$ cat config.mk
export PLATFORM = sky130hd
export DESIGN_NAME = flow_pifo_ctrl
export DESIGN_NICKNAME = d
export VERILOG_FILES = /design/src/rtl/flow_pifo_ctrl_pkg.sv /design/src/rtl/flow_pifo_ctrl_rr_arbiter.sv /design/src/rtl/flow_pifo_ctrl.sv
export SDC_FILE = /design/constraint.sdc
export NUM_CORES = 1
export LEC_CHECK = 0
export CORE_MARGIN = 2
export CORE_UTILIZATION = 41
export CTS_CLUSTER_DIAMETER = 150
export CTS_CLUSTER_SIZE = 20
export DETAILED_ROUTE_END_ITERATION = 7
export HOLD_SLACK_MARGIN = 0.02
export REMOVE_ABC_BUFFERS = 1
export SYNTH_ARGS = -nofsm -noshare
export SYNTH_HDL_FRONTEND = slang
export SYNTH_SLANG_ARGS = --single-unit
export TNS_END_PERCENT = 1
$ cat constraint.sdc
create_clock -name clk -period 7.45 [get_ports clk]
set_input_delay 1.1175 -clock clk [delete_from_list [all_inputs] [get_ports clk]]
set_output_delay 1.1175 -clock clk [all_outputs]
set_load 0.05 [all_outputs]
$ cat src/rtl/flow_pifo_ctrl_pkg.sv
// Shared flow_pifo definitions: storage geometry, per-flow capacity and the
// priority / flow-id types used on the PIFO interfaces.
package flow_pifo_ctrl_pkg;

    localparam int unsigned PIFO_NUM_FLOWS        = 16;
    localparam int unsigned PIFO_PRIO_W           = 8;
    localparam int unsigned PIFO_FLOW_W           = $clog2(PIFO_NUM_FLOWS);

    // One PIFO-set entry plus the prefetch buffer plus the per-flow FIFO bank.
    localparam int unsigned PREFETCH_BUFFER_DEPTH = 3;
    localparam int unsigned FIFO_DEPTH            = 8;
    localparam int unsigned PIFO_FLOW_CAPACITY    = 1 + PREFETCH_BUFFER_DEPTH + FIFO_DEPTH;

    typedef logic [PIFO_PRIO_W-1:0] Priority;
    typedef logic [PIFO_FLOW_W-1:0] FlowId;

endpackage

$ cat src/rtl/flow_pifo_ctrl_rr_arbiter.sv
// Round-robin arbiter: one-hot grant to the first requester at or after the
// pointer (wrapping); the pointer moves past the winner only when a grant is made.
module rr_arbiter #(
    parameter int unsigned N = 4
) (
    input  logic         i_clk,
    input  logic         i_reset,
    input  logic [N-1:0] i_req,
    output logic [N-1:0] o_grant
);

    localparam int unsigned PTR_W = (N > 1) ? $clog2(N) : 1;

    logic [PTR_W-1:0] r_ptr;
    logic [PTR_W-1:0] w_ptr_next;
    logic [PTR_W-1:0] w_idx;
    logic             w_found;

    // Search from the pointer, wrapping modulo N; first requester wins.
    always_comb begin
        o_grant    = '0;
        w_found    = 1'b0;
        w_idx      = '0;
        w_ptr_next = r_ptr;
        for (int unsigned k = 0; k < N; k++) begin
            w_idx = PTR_W'((32'(r_ptr) + k) % N);
            if (!w_found && i_req[w_idx]) begin
                w_found        = 1'b1;
                o_grant[w_idx] = 1'b1;
                w_ptr_next     = PTR_W'((32'(w_idx) + 1) % N);
            end
        end
    end

    // Pointer register; holds when nothing is granted.
    always_ff @(posedge i_clk) begin
        if (i_reset) begin
            r_ptr <= '0;
        end else begin
            r_ptr <= w_ptr_next;
        end
    end

endmodule

$ cat src/rtl/flow_pifo_ctrl.sv
// Front-end controller for flow_pifo: round-robin enqueue arbitration with
// per-flow capacity guarding, occupancy tracking, registered dequeue results
// and a flush mode that drains the PIFO.
module flow_pifo_ctrl
    import flow_pifo_ctrl_pkg::*;
#(
    parameter int unsigned NUM_PORTS     = 4,
    parameter int unsigned NUM_FLOWS     = PIFO_NUM_FLOWS,
    parameter int unsigned FLOW_CAPACITY = PIFO_FLOW_CAPACITY,
    parameter int unsigned PRIO_W        = PIFO_PRIO_W,
    parameter int unsigned FLOW_W        = $clog2(NUM_FLOWS)
) (
    input  logic                                           clk,
    input  logic                                           reset,
    input  logic [NUM_PORTS-1:0]                           i__enq_valid,
    input  logic [NUM_PORTS*PRIO_W-1:0]                    i__enq_priority,
    input  logic [NUM_PORTS*FLOW_W-1:0]                    i__enq_flow_id,
    output logic [NUM_PORTS-1:0]                           o__enq_ready,
    input  logic                                           i__deq_req,
    input  logic                                           i__flush,
    output logic                                           o__deq_valid,
    output logic [PRIO_W-1:0]                              o__deq_priority,
    output logic [FLOW_W-1:0]                              o__deq_flow_id,
    output logic                                           o__pifo_enqueue,
    output logic [PRIO_W-1:0]                              o__pifo_enqueue_priority,
    output logic [FLOW_W-1:0]                              o__pifo_enqueue_flow_id,
    output logic                                           o__pifo_dequeue,
    input  logic [PRIO_W-1:0]                              i__pifo_dequeue_priority,
    input  logic [FLOW_W-1:0]                              i__pifo_dequeue_flow_id,
    output logic [$clog2(NUM_FLOWS*FLOW_CAPACITY+1)-1:0]   o__occupancy,
    output logic                                           o__flush_done
);

    localparam int unsigned CNT_W = $clog2(FLOW_CAPACITY + 1);
    localparam int unsigned OCC_W = $clog2(NUM_FLOWS * FLOW_CAPACITY + 1);

    typedef enum logic {
        ST_RUN   = 1'b0,
        ST_FLUSH = 1'b1
    } state_t;

    state_t                r_state;
    state_t                w_state_next;

    logic [CNT_W-1:0]      r_flow_count [NUM_FLOWS];
    logic [OCC_W-1:0]      r_occupancy;

    logic [NUM_PORTS-1:0]  w_eligible;
    logic [NUM_PORTS-1:0]  w_grant;
    logic [FLOW_W-1:0]     w_port_flow;
    logic                  w_enq;
    logic                  w_deq;
    logic                  w_nonempty;
    logic                  w_flush_done;
    logic [PRIO_W-1:0]     w_enq_priority;
    logic [FLOW_W-1:0]     w_enq_flow_id;
    logic [NUM_FLOWS-1:0]  w_flow_inc;
    logic [NUM_FLOWS-1:0]  w_flow_dec;

    logic                  r_deq_valid;
    logic [PRIO_W-1:0]     r_deq_priority;
    logic [FLOW_W-1:0]     r_deq_flow_id;

    assign w_nonempty = (r_occupancy != '0);

    // A port is eligible only in RUN and while its flow has room, judged on
    // the registered count (a same-cycle dequeue gives no credit).
    always_comb begin
        w_eligible  = '0;
        w_port_flow = '0;
        for (int unsigned p = 0; p < NUM_PORTS; p++) begin
            w_port_flow   = i__enq_flow_id[p*FLOW_W +: FLOW_W];
            w_eligible[p] = i__enq_valid[p] && (r_state == ST_RUN) &&
                            (r_flow_count[w_port_flow] < CNT_W'(FLOW_CAPACITY));
        end
    end

    rr_arbiter #(
        .N (NUM_PORTS)
    ) u_rr_arbiter (
        .i_clk   (clk),
        .i_reset (reset),
        .i_req   (w_eligible),
        .o_grant (w_grant)
    );

    assign w_enq = |w_grant;

    // Steer the granted port's priority and flow id onto the PIFO enqueue slot.
    always_comb begin
        w_enq_priority = '0;
        w_enq_flow_id  = '0;
        for (int unsigned p = 0; p < NUM_PORTS; p++) begin
            if (w_grant[p]) begin
                w_enq_priority = i__enq_priority[p*PRIO_W +: PRIO_W];
                w_enq_flow_id  = i__enq_flow_id[p*FLOW_W +: FLOW_W];
            end
        end
    end

    // State register.
    always_ff @(posedge clk) begin
        if (reset) begin
            r_state <= ST_RUN;
        end else begin
            r_state <= w_state_next;
        end
    end

    // Next state, dequeue issue and flush completion; never dequeue when empty.
    always_comb begin
        w_state_next = r_state;
        w_deq        = 1'b0;
        w_flush_done = 1'b0;
        case (r_state)
            ST_RUN: begin
                w_deq = i__deq_req && w_nonempty;
                if (i__flush) begin
                    w_state_next = ST_FLUSH;
                end
            end
            ST_FLUSH: begin
                w_deq = w_nonempty;
                if (!w_nonempty) begin
                    w_state_next = ST_RUN;
                    w_flush_done = 1'b1;
                end
            end
            default: begin
                w_state_next = ST_RUN;
            end
        endcase
    end

    // One-hot per-flow increment / decrement strobes for this cycle.
    always_comb begin
        w_flow_inc = '0;
        w_flow_dec = '0;
        if (w_enq) begin
            w_flow_inc[w_enq_flow_id] = 1'b1;
        end
        if (w_deq) begin
            w_flow_dec[i__pifo_dequeue_flow_id] = 1'b1;
        end
    end

    // Per-flow and total occupancy; enqueue+dequeue on the same flow cancels.
    always_ff @(posedge clk) begin
        if (reset) begin
            for (int unsigned f = 0; f < NUM_FLOWS; f++) begin
                r_flow_count[f] <= '0;
            end
            r_occupancy <= '0;
        end else begin
            for (int unsigned f = 0; f < NUM_FLOWS; f++) begin
                if (w_flow_inc[f] && !w_flow_dec[f]) begin
                    r_flow_count[f] <= r_flow_count[f] + CNT_W'(1);
                end else if (w_flow_dec[f] && !w_flow_inc[f]) begin
                    r_flow_count[f] <= r_flow_count[f] - CNT_W'(1);
                end
            end
            if (w_enq && !w_deq) begin
                r_occupancy <= r_occupancy + OCC_W'(1);
            end else if (w_deq && !w_enq) begin
                r_occupancy <= r_occupancy - OCC_W'(1);
            end
        end
    end

    // Capture the PIFO head on each dequeue; valid for exactly one cycle.
    always_ff @(posedge clk) begin
        if (reset) begin
            r_deq_valid    <= 1'b0;
            r_deq_priority <= '0;
            r_deq_flow_id  <= '0;
        end else begin
            r_deq_valid <= w_deq;
            if (w_deq) begin
                r_deq_priority <= i__pifo_dequeue_priority;
                r_deq_flow_id  <= i__pifo_dequeue_flow_id;
            end
        end
    end

    assign o__enq_ready             = w_grant;
    assign o__pifo_enqueue          = w_enq;
    assign o__pifo_enqueue_priority = w_enq_priority;
    assign o__pifo_enqueue_flow_id  = w_enq_flow_id;
    assign o__pifo_dequeue          = w_deq;
    assign o__occupancy             = r_occupancy;
    assign o__flush_done            = w_flush_done;
    assign o__deq_valid             = r_deq_valid;
    assign o__deq_priority          = r_deq_priority;
    assign o__deq_flow_id           = r_deq_flow_id;

endmodule

## Word-level counts from Yosys, hierarchy flattened

Memories as Yosys holds them, arrays and structs flattened.
Cells that the tools add are included.

- Bits in registers: 24
- RAM bits: 64
- Input port bits: 68
- Output and inout port bits: 40
- Word-level logic and storage cells: 387
- Memories: 1

- Add/subtract/negate cells: 40
- Magnitude comparators: 16
- Multiplexer cells: 195
- Bitwise operators: 36
- Reductions and logical operators: 93

Memories:

| name | depth | width | read ports | clocked after Yosys merged registers in | wr ports | line | text |
|---|---|---|---|---|---|---|---|
| r_flow_count | 16 | 4 | 20 | 0 | 16 | flow_pifo_ctrl.sv:45 | `logic [CNT_W-1:0] r_flow_count [NUM_FLOWS];` |

Operators by type and width:

| operator | count |
|---|---|
| $mux 4 | 40 |
| $mux 1 | 131 |
| $add 4x1->4 const B | 16 |
| $sub 4x1->4 const B | 16 |
| $logic_and 1x1->1 | 52 |
| $mux 8 | 6 |
| $logic_not 1->1 | 37 |
| $mux 16 | 2 |
| $or 1x1->1 | 32 |
| $lt 4x4->1 const B | 4 |
| $lt 2x3->1 const B | 4 |
| $or 4x4->4 | 3 |
| $lt 4x5->1 const B | 2 |
| $add 2x1->2 const B | 4 |
| $add 8x1->8 const B | 1 |
| $bmux 1 s2 | 4 |
| $demux 1 s2 | 4 |
| $demux 1 s4 | 2 |
| $ge 2x1->1 const B | 4 |
| $ge 4x1->1 const B | 2 |
| $mux 2 | 4 |
| $reduce_bool 8->1 | 1 |
| $sub 8x1->8 const B | 1 |
| $add 2x2->2 const B | 2 |
| other kinds (5) | 6 |

## Longest topological paths before layout

- Word-level depth: 31
- Mapped depth: 27
- Depth with buffers taken out: 23

## By module

From an unflattened synthesis, not the netlist that was laid out.

- Cell total of the unflattened synthesis: 760
- Area, all modules: 7081.8 µm²

Modules (own cells, without submodules):

| module | times used | cells each | area each (µm²) | seq. area each (µm²) |
|---|---|---|---|---|
| flow_pifo_ctrl | 1 | 715 | 6631.4 | 2362.3 |
| rr_arbiter | 1 | 45 | 450.4 | 40.0 |

## Least setup slack after synthesis

OpenSTA, ideal clock, no wires.

- Path type: input-to-reg
- Start point: in i__enq_flow_id[9]
- End point: reg r_occupancy[7] (netlist: o__occupancy[7])
- Setup time: 0.070 ns
- Arrival: 6.488 ns
- Required time: 7.380 ns
- Setup slack: 0.892 ns
- Stages: 24
- Path buffers: 3
- Cells stage by stage: buf_2 -> mux4_2 -> o221ai_1 -> nor4_1 -> or3_1 -> buf_2 -> and2_1 -> buf_6 -> a32o_1 -> a211oi_4 -> inv_1 -> or3_1 -> ha_1 -> inv_1 -> ha_1 -> a21o_1 -> a21o_1 -> a21o_1 -> a21oi_1 -> o21bai_1 -> a21oi_1 -> xnor2_1 -> or3_1 -> a21oi_1

- Word-level cells in the longest chain between the ends: 19
- Elaborated cells on any way between the ends: 33
- Those cells by class: 1 x order compare; 16 x mux; 3 x bitwise; 12 x reduce/logical; 1 x memory

Ends and longest elaborated chain:

| what | line | text |
|---|---|---|
| start, declared | flow_pifo_ctrl.sv:17 | `input logic [NUM_PORTS*FLOW_W-1:0] i__enq_flow_id,` |
| $mem_v2 16x4 * | -- |  |
| $lt 4x4->1 * | flow_pifo_ctrl.sv:74 | `(r_flow_count[w_port_flow] < CNT_W'(FLOW_CAPACITY));` |
| $logic_and 1x1->1 * | flow_pifo_ctrl.sv:73 | `w_eligible[p] = i__enq_valid[p] && (r_state == ST_RUN) &&` |
| $bmux 1 s2 | flow_pifo_ctrl_rr_arbiter.sv:27 | `if (!w_found && i_req[w_idx]) begin` |
| $mux 1 (not written as such) | flow_pifo_ctrl_rr_arbiter.sv:27 |  |
| $mux 1 | flow_pifo_ctrl_rr_arbiter.sv:27 |  |
| $logic_not 1->1 | flow_pifo_ctrl_rr_arbiter.sv:27 |  |
| $logic_and 1x1->1 | flow_pifo_ctrl_rr_arbiter.sv:27 |  |
| (+5 left out) | -- |  |
| $logic_and 1x1->1 | flow_pifo_ctrl_rr_arbiter.sv:27 |  |
| $mux 4 * | flow_pifo_ctrl_rr_arbiter.sv:27 |  |
| net o__enq_ready[0] | flow_pifo_ctrl.sv:18 | `output logic [NUM_PORTS-1:0] o__enq_ready,` |
| $reduce_or 4->1 * | flow_pifo_ctrl.sv:87 | `assign w_enq = \|w_grant;` |
| net o__pifo_enqueue | flow_pifo_ctrl.sv:24 | `output logic o__pifo_enqueue,` |
| $logic_not 1->1 | flow_pifo_ctrl.sv:164 | `end else if (w_deq && !w_enq) begin` |
| $logic_and 1x1->1 | flow_pifo_ctrl.sv:164 |  |
| $reduce_bool 2->1 (no line) | -- |  |
| end signal, assigned | flow_pifo_ctrl.sv:163 | `r_occupancy <= r_occupancy + OCC_W'(1);` |
| end signal, assigned | flow_pifo_ctrl.sv:165 | `r_occupancy <= r_occupancy - OCC_W'(1);` |
| end, declared | flow_pifo_ctrl.sv:46 | `logic [OCC_W-1:0] r_occupancy;` |

The timed path passes the listed nets; every way through them passes the cells marked *. The select of a mux whose other input is x is not followed.
A chain may end at the register's enable or synchronous reset.

## Final worst setup path

- Start point: in i__enq_flow_id[11]
- End point: out o__pifo_enqueue_flow_id[1]

- Word-level cells in the longest chain between the ends: 19
- Elaborated cells on any way between the ends: 31
- Those cells by class: 1 x order compare; 19 x mux; 3 x bitwise; 7 x reduce/logical; 1 x memory

Ends and longest elaborated chain:

| what | line | text |
|---|---|---|
| $mem_v2 16x4 * | -- |  |
| $lt 4x4->1 * | flow_pifo_ctrl.sv:74 |  |
| $logic_and 1x1->1 * | flow_pifo_ctrl.sv:73 |  |
| $bmux 1 s2 | flow_pifo_ctrl_rr_arbiter.sv:27 |  |
| $mux 1 (not written as such) | flow_pifo_ctrl_rr_arbiter.sv:27 |  |
| $mux 1 | flow_pifo_ctrl_rr_arbiter.sv:27 |  |
| $logic_not 1->1 | flow_pifo_ctrl_rr_arbiter.sv:27 |  |
| $logic_and 1x1->1 | flow_pifo_ctrl_rr_arbiter.sv:27 |  |
| $mux 1 | flow_pifo_ctrl_rr_arbiter.sv:27 |  |
| $logic_not 1->1 | flow_pifo_ctrl_rr_arbiter.sv:27 |  |
| $logic_and 1x1->1 | flow_pifo_ctrl_rr_arbiter.sv:27 |  |
| $mux 1 | flow_pifo_ctrl_rr_arbiter.sv:27 |  |
| $logic_not 1->1 | flow_pifo_ctrl_rr_arbiter.sv:27 |  |
| $logic_and 1x1->1 | flow_pifo_ctrl_rr_arbiter.sv:27 |  |
| $mux 4 * | flow_pifo_ctrl_rr_arbiter.sv:27 |  |
| $mux 4 (3 in a row) | flow_pifo_ctrl.sv:94 | `if (w_grant[p]) begin` |
| $mux 4 * | flow_pifo_ctrl.sv:94 |  |
| end, declared | flow_pifo_ctrl.sv:26 | `output logic [FLOW_W-1:0] o__pifo_enqueue_flow_id,` |

Mark *: on every way between the ends. The rest lies on a longest branch, timed or not. The select of a mux whose other input is x is not followed.

==> results.sh <==
export IMPL_cp_max_fo=18
export IMPL_power_mw=4.77
export IMPL_critPathRequiredTime_ns=6.33
export IMPL_postLayoutCoreUtil_pct=50.9
export IMPL_maxSlewViolCount=0
export IMPL_rsz0062_at_grt="false"
export IMPL_ir_drop_mv=0.480
export IMPL_root_buffer="clkbuf_16"
export IMPL_rr_endpoint="o__occupancy[7]"
export IMPL_antenna_found_initial=0
export IMPL_hold_start="o__deq_priority[4]"
export IMPL_yosysSeqAreaShare_pct=31.9
export IMPL_first_global_vias=6575
export IMPL_die_x_um=140
export IMPL_cp_start_kind="input pin"
export IMPL_gp_congestion=0.895
export IMPL_worstMarginPinSlew_ns=0.787
export IMPL_hold_end="o__deq_priority[4]"
export IMPL_drv_cap=0
export IMPL_synthCells=839
export IMPL_async_flop_share_pct=0
export IMPL_slew_headroom_pct=47.5
export IMPL_viasPerCell=5.75
export IMPL_routedWlPerCell_um=18.0
export IMPL_n_antenna_cell=0
export IMPL_setup_viol=0
export IMPL_hold_path_depth=2
export IMPL_numCtsBuffers=9
export IMPL_drtIter0Drc=549
export IMPL_outcome="completed"
export IMPL_start_util_pct=41.8
export IMPL_leakage_nw=3.64
export IMPL_grt_max_degree=61
export IMPL_cts_hold_buf=0
export IMPL_grtUsageTotal_pct=22.2
export IMPL_final_cell_mix="clkdlybuf4s50_1, nand2_1, nor2_1, edfxtp_1, inv_1"
export IMPL_grt_pass1_wl_um=34800
export IMPL_post_cts_resize_count=0
export IMPL_synth_area_mm2=0.00754
export IMPL_nNetsFinal=1061
export IMPL_arrival_ns=5.79
export IMPL_layout_drive_gt1_share_pct=8.64
export IMPL_ios=108
export IMPL_cts_sinks=88
export IMPL_min_period_ns=6.91
export IMPL_min_path_type="reg -> reg"
export IMPL_dr_pass1_iters=5
export IMPL_dieArea_mm2=0.0195
export IMPL_worstReg2RegStart="u_rr_arbiter.r_ptr[0]"
export IMPL_reg2regPathDepth=24
export IMPL_yosysWarnings=0
export IMPL_layout_commonest_cell="clkdlybuf4s50_1"
export IMPL_tritoncts="done"
export IMPL_core_area_mm2=0.0180
export IMPL_synth_edf_count=64
export IMPL_path_clk_slew_ns=0.07
export IMPL_synth_seq_cells=88
export IMPL_portBuffers=107
export IMPL_die_h_um=140
export IMPL_syn_area_per_cell_um2=8.99
export IMPL_ant_nets=0
export IMPL_cts_max_level=3
export IMPL_vias=6701
export IMPL_worst_setup_path_end_kind="output port"
export IMPL_timing_final_hold_violations=0
export IMPL_max_freq_ghz=0.145
export IMPL_synth_ff_type="edfxtp_1"
export IMPL_ys_top_cells_by_area="edfxtp_1, ha_1, dfxtp_1"
export IMPL_whs_ns=0.452
export IMPL_drcViolationCount=0
export IMPL_cts_setup_buffers=0
export IMPL_clk_latency_ns=0.35
export IMPL_row_count=49
export IMPL_postRouteWirelength_um=21000
export IMPL_powerDensity_mw_per_mm2=520
export IMPL_fill_cells=1712
export IMPL_synth_top_area_share_pct=25.5
export IMPL_yosysTopAreaCell="edfxtp_1"
export IMPL_fin_setup_tns_ns=0
export IMPL_clock_skew_ns=0.00954
export IMPL_clockBufferDepth=2
export IMPL_regToRegSetupSlack_ns=1.41
export IMPL_worst_setup_path_type="in -> out"
export IMPL_yosysUniqueCellTypes=83
export IMPL_syn2layout_area_growth_pct=21.6
export IMPL_period_share_pct=92.7
export IMPL_grt_overflow=0
export IMPL_dp_hpwl_um=15800
-- worst max-delay path: stages --
cell and delay, ns:
clkdlybuf4s50_1 0.69, mux4_2 0.56, o221ai_1 0.28, nor4_1 0.14, or3_1 0.48, a221oi_1 0.28, o22ai_1 0.11, a22o_1 0.37
o311ai_2 0.39, o221ai_4 0.20, inv_4 0.26, clkdlybuf4s50_1 0.88
-- routing by layer --
layer  wire length [um]  GRT usage (%)  up-vias  share of wire, %
li1                   -              -     3239                 -
met4                489           7.16        0               2.3
met2               9360           34.9      248                45
met3               1610           5.23       39               7.7
met1               9540           30.3     3175                45
met5                  0              0        -                 0
-- worst max-delay path by stage --
stage / depth (start not counted) / endpoint / startpoint
after floorplan: 9 / o__pifo_enqueue_priority[0] / i__enq_flow_id[15]
after global placement: 21 / r_flow_count[1][3] / i__enq_flow_id[9]
after detailed placement: 22 / o__occupancy[7] / i__enq_flow_id[11]
after CTS: 12 / o__pifo_enqueue_flow_id[1] / i__enq_flow_id[11]
after global routing: 12 / o__pifo_enqueue_flow_id[1] / i__enq_flow_id[9]
final: 12 / o__pifo_enqueue_flow_id[1] / i__enq_flow_id[11]
-- state kept, by name (all words and copies together) (netlist names) --
signal / count
o__deq_flow_id: 4
o__deq_priority: 8
o__deq_valid: 1
o__occupancy: 8
r_flow_count: 64
r_state: 1
u_rr_arbiter.r_ptr: 2
-- cells in the mapped netlist, types with 9 or more instances --
cell type,number
nand2b_1,9
inv_1,63
or3_1,11
clkbuf_1,19
edfxtp_1,64
xor2_1,26
a21oi_1,52
a21o_1,21
o21ai_0,11
xnor2_1,28
nor3_1,34
nand3_1,28
nand4_1,15
ha_1,45
fa_1,16
nor2_1,84
a221oi_1,10
nand2_1,93
o31ai_1,12
dfxtp_1,24
mux4_2,9
nand3b_1,9
and2_1,10
-- metrics by stage --
stage | cells | area [um2] | setup slack, ns
global placement | 1150 | 8890 | 0.531
global route | 1166 | 9170 | 0.363
finish | 1166 | 9170 | 0.545
CTS | 1166 | 9170 | 0.577
detailed placement | 1150 | 8890 | 0.506
floorplan | 801 | 7360 | 0.525
-- area by class of cell --
type / instances / area (um2) / area share [%]
inverter: 71 / 274 / 2.99
clock buffer: 10 / 239 / 2.61
tap: 229 / 287 / 3.12
clock inverter: 6 / 43.8 / 0.477
sequential: 88 / 2400 / 26.2
timing repair buffer: 120 / 1240 / 13.5
multi-input combinational: 642 / 4690 / 51.1
-- cells by family (layout without fill, tap and decap cells) --
group                    count (synthesis)  count (layout)  synth area share [%]
flip-flops                              88              88                  31.9
buffers and inverters                  109             207                  6.06
XOR/XNOR                                54              54                  6.27
multiplexers                            16              16                  3.85
AO/OA/AOI/OAI                          167             167                  16.8
AND/OR/NAND/NOR                        344             344                  23.5
adder cells (fa/ha/maj)                 61              61                  11.7
-- report_power, final --
group          total, mW  internal [mW]  switching [mW]
Sequential         0.954          0.773           0.181
Combinational       3.37           1.25            2.13
Clock              0.437          0.236           0.200
No activity file was read; power rests on OpenSTA's default activity.
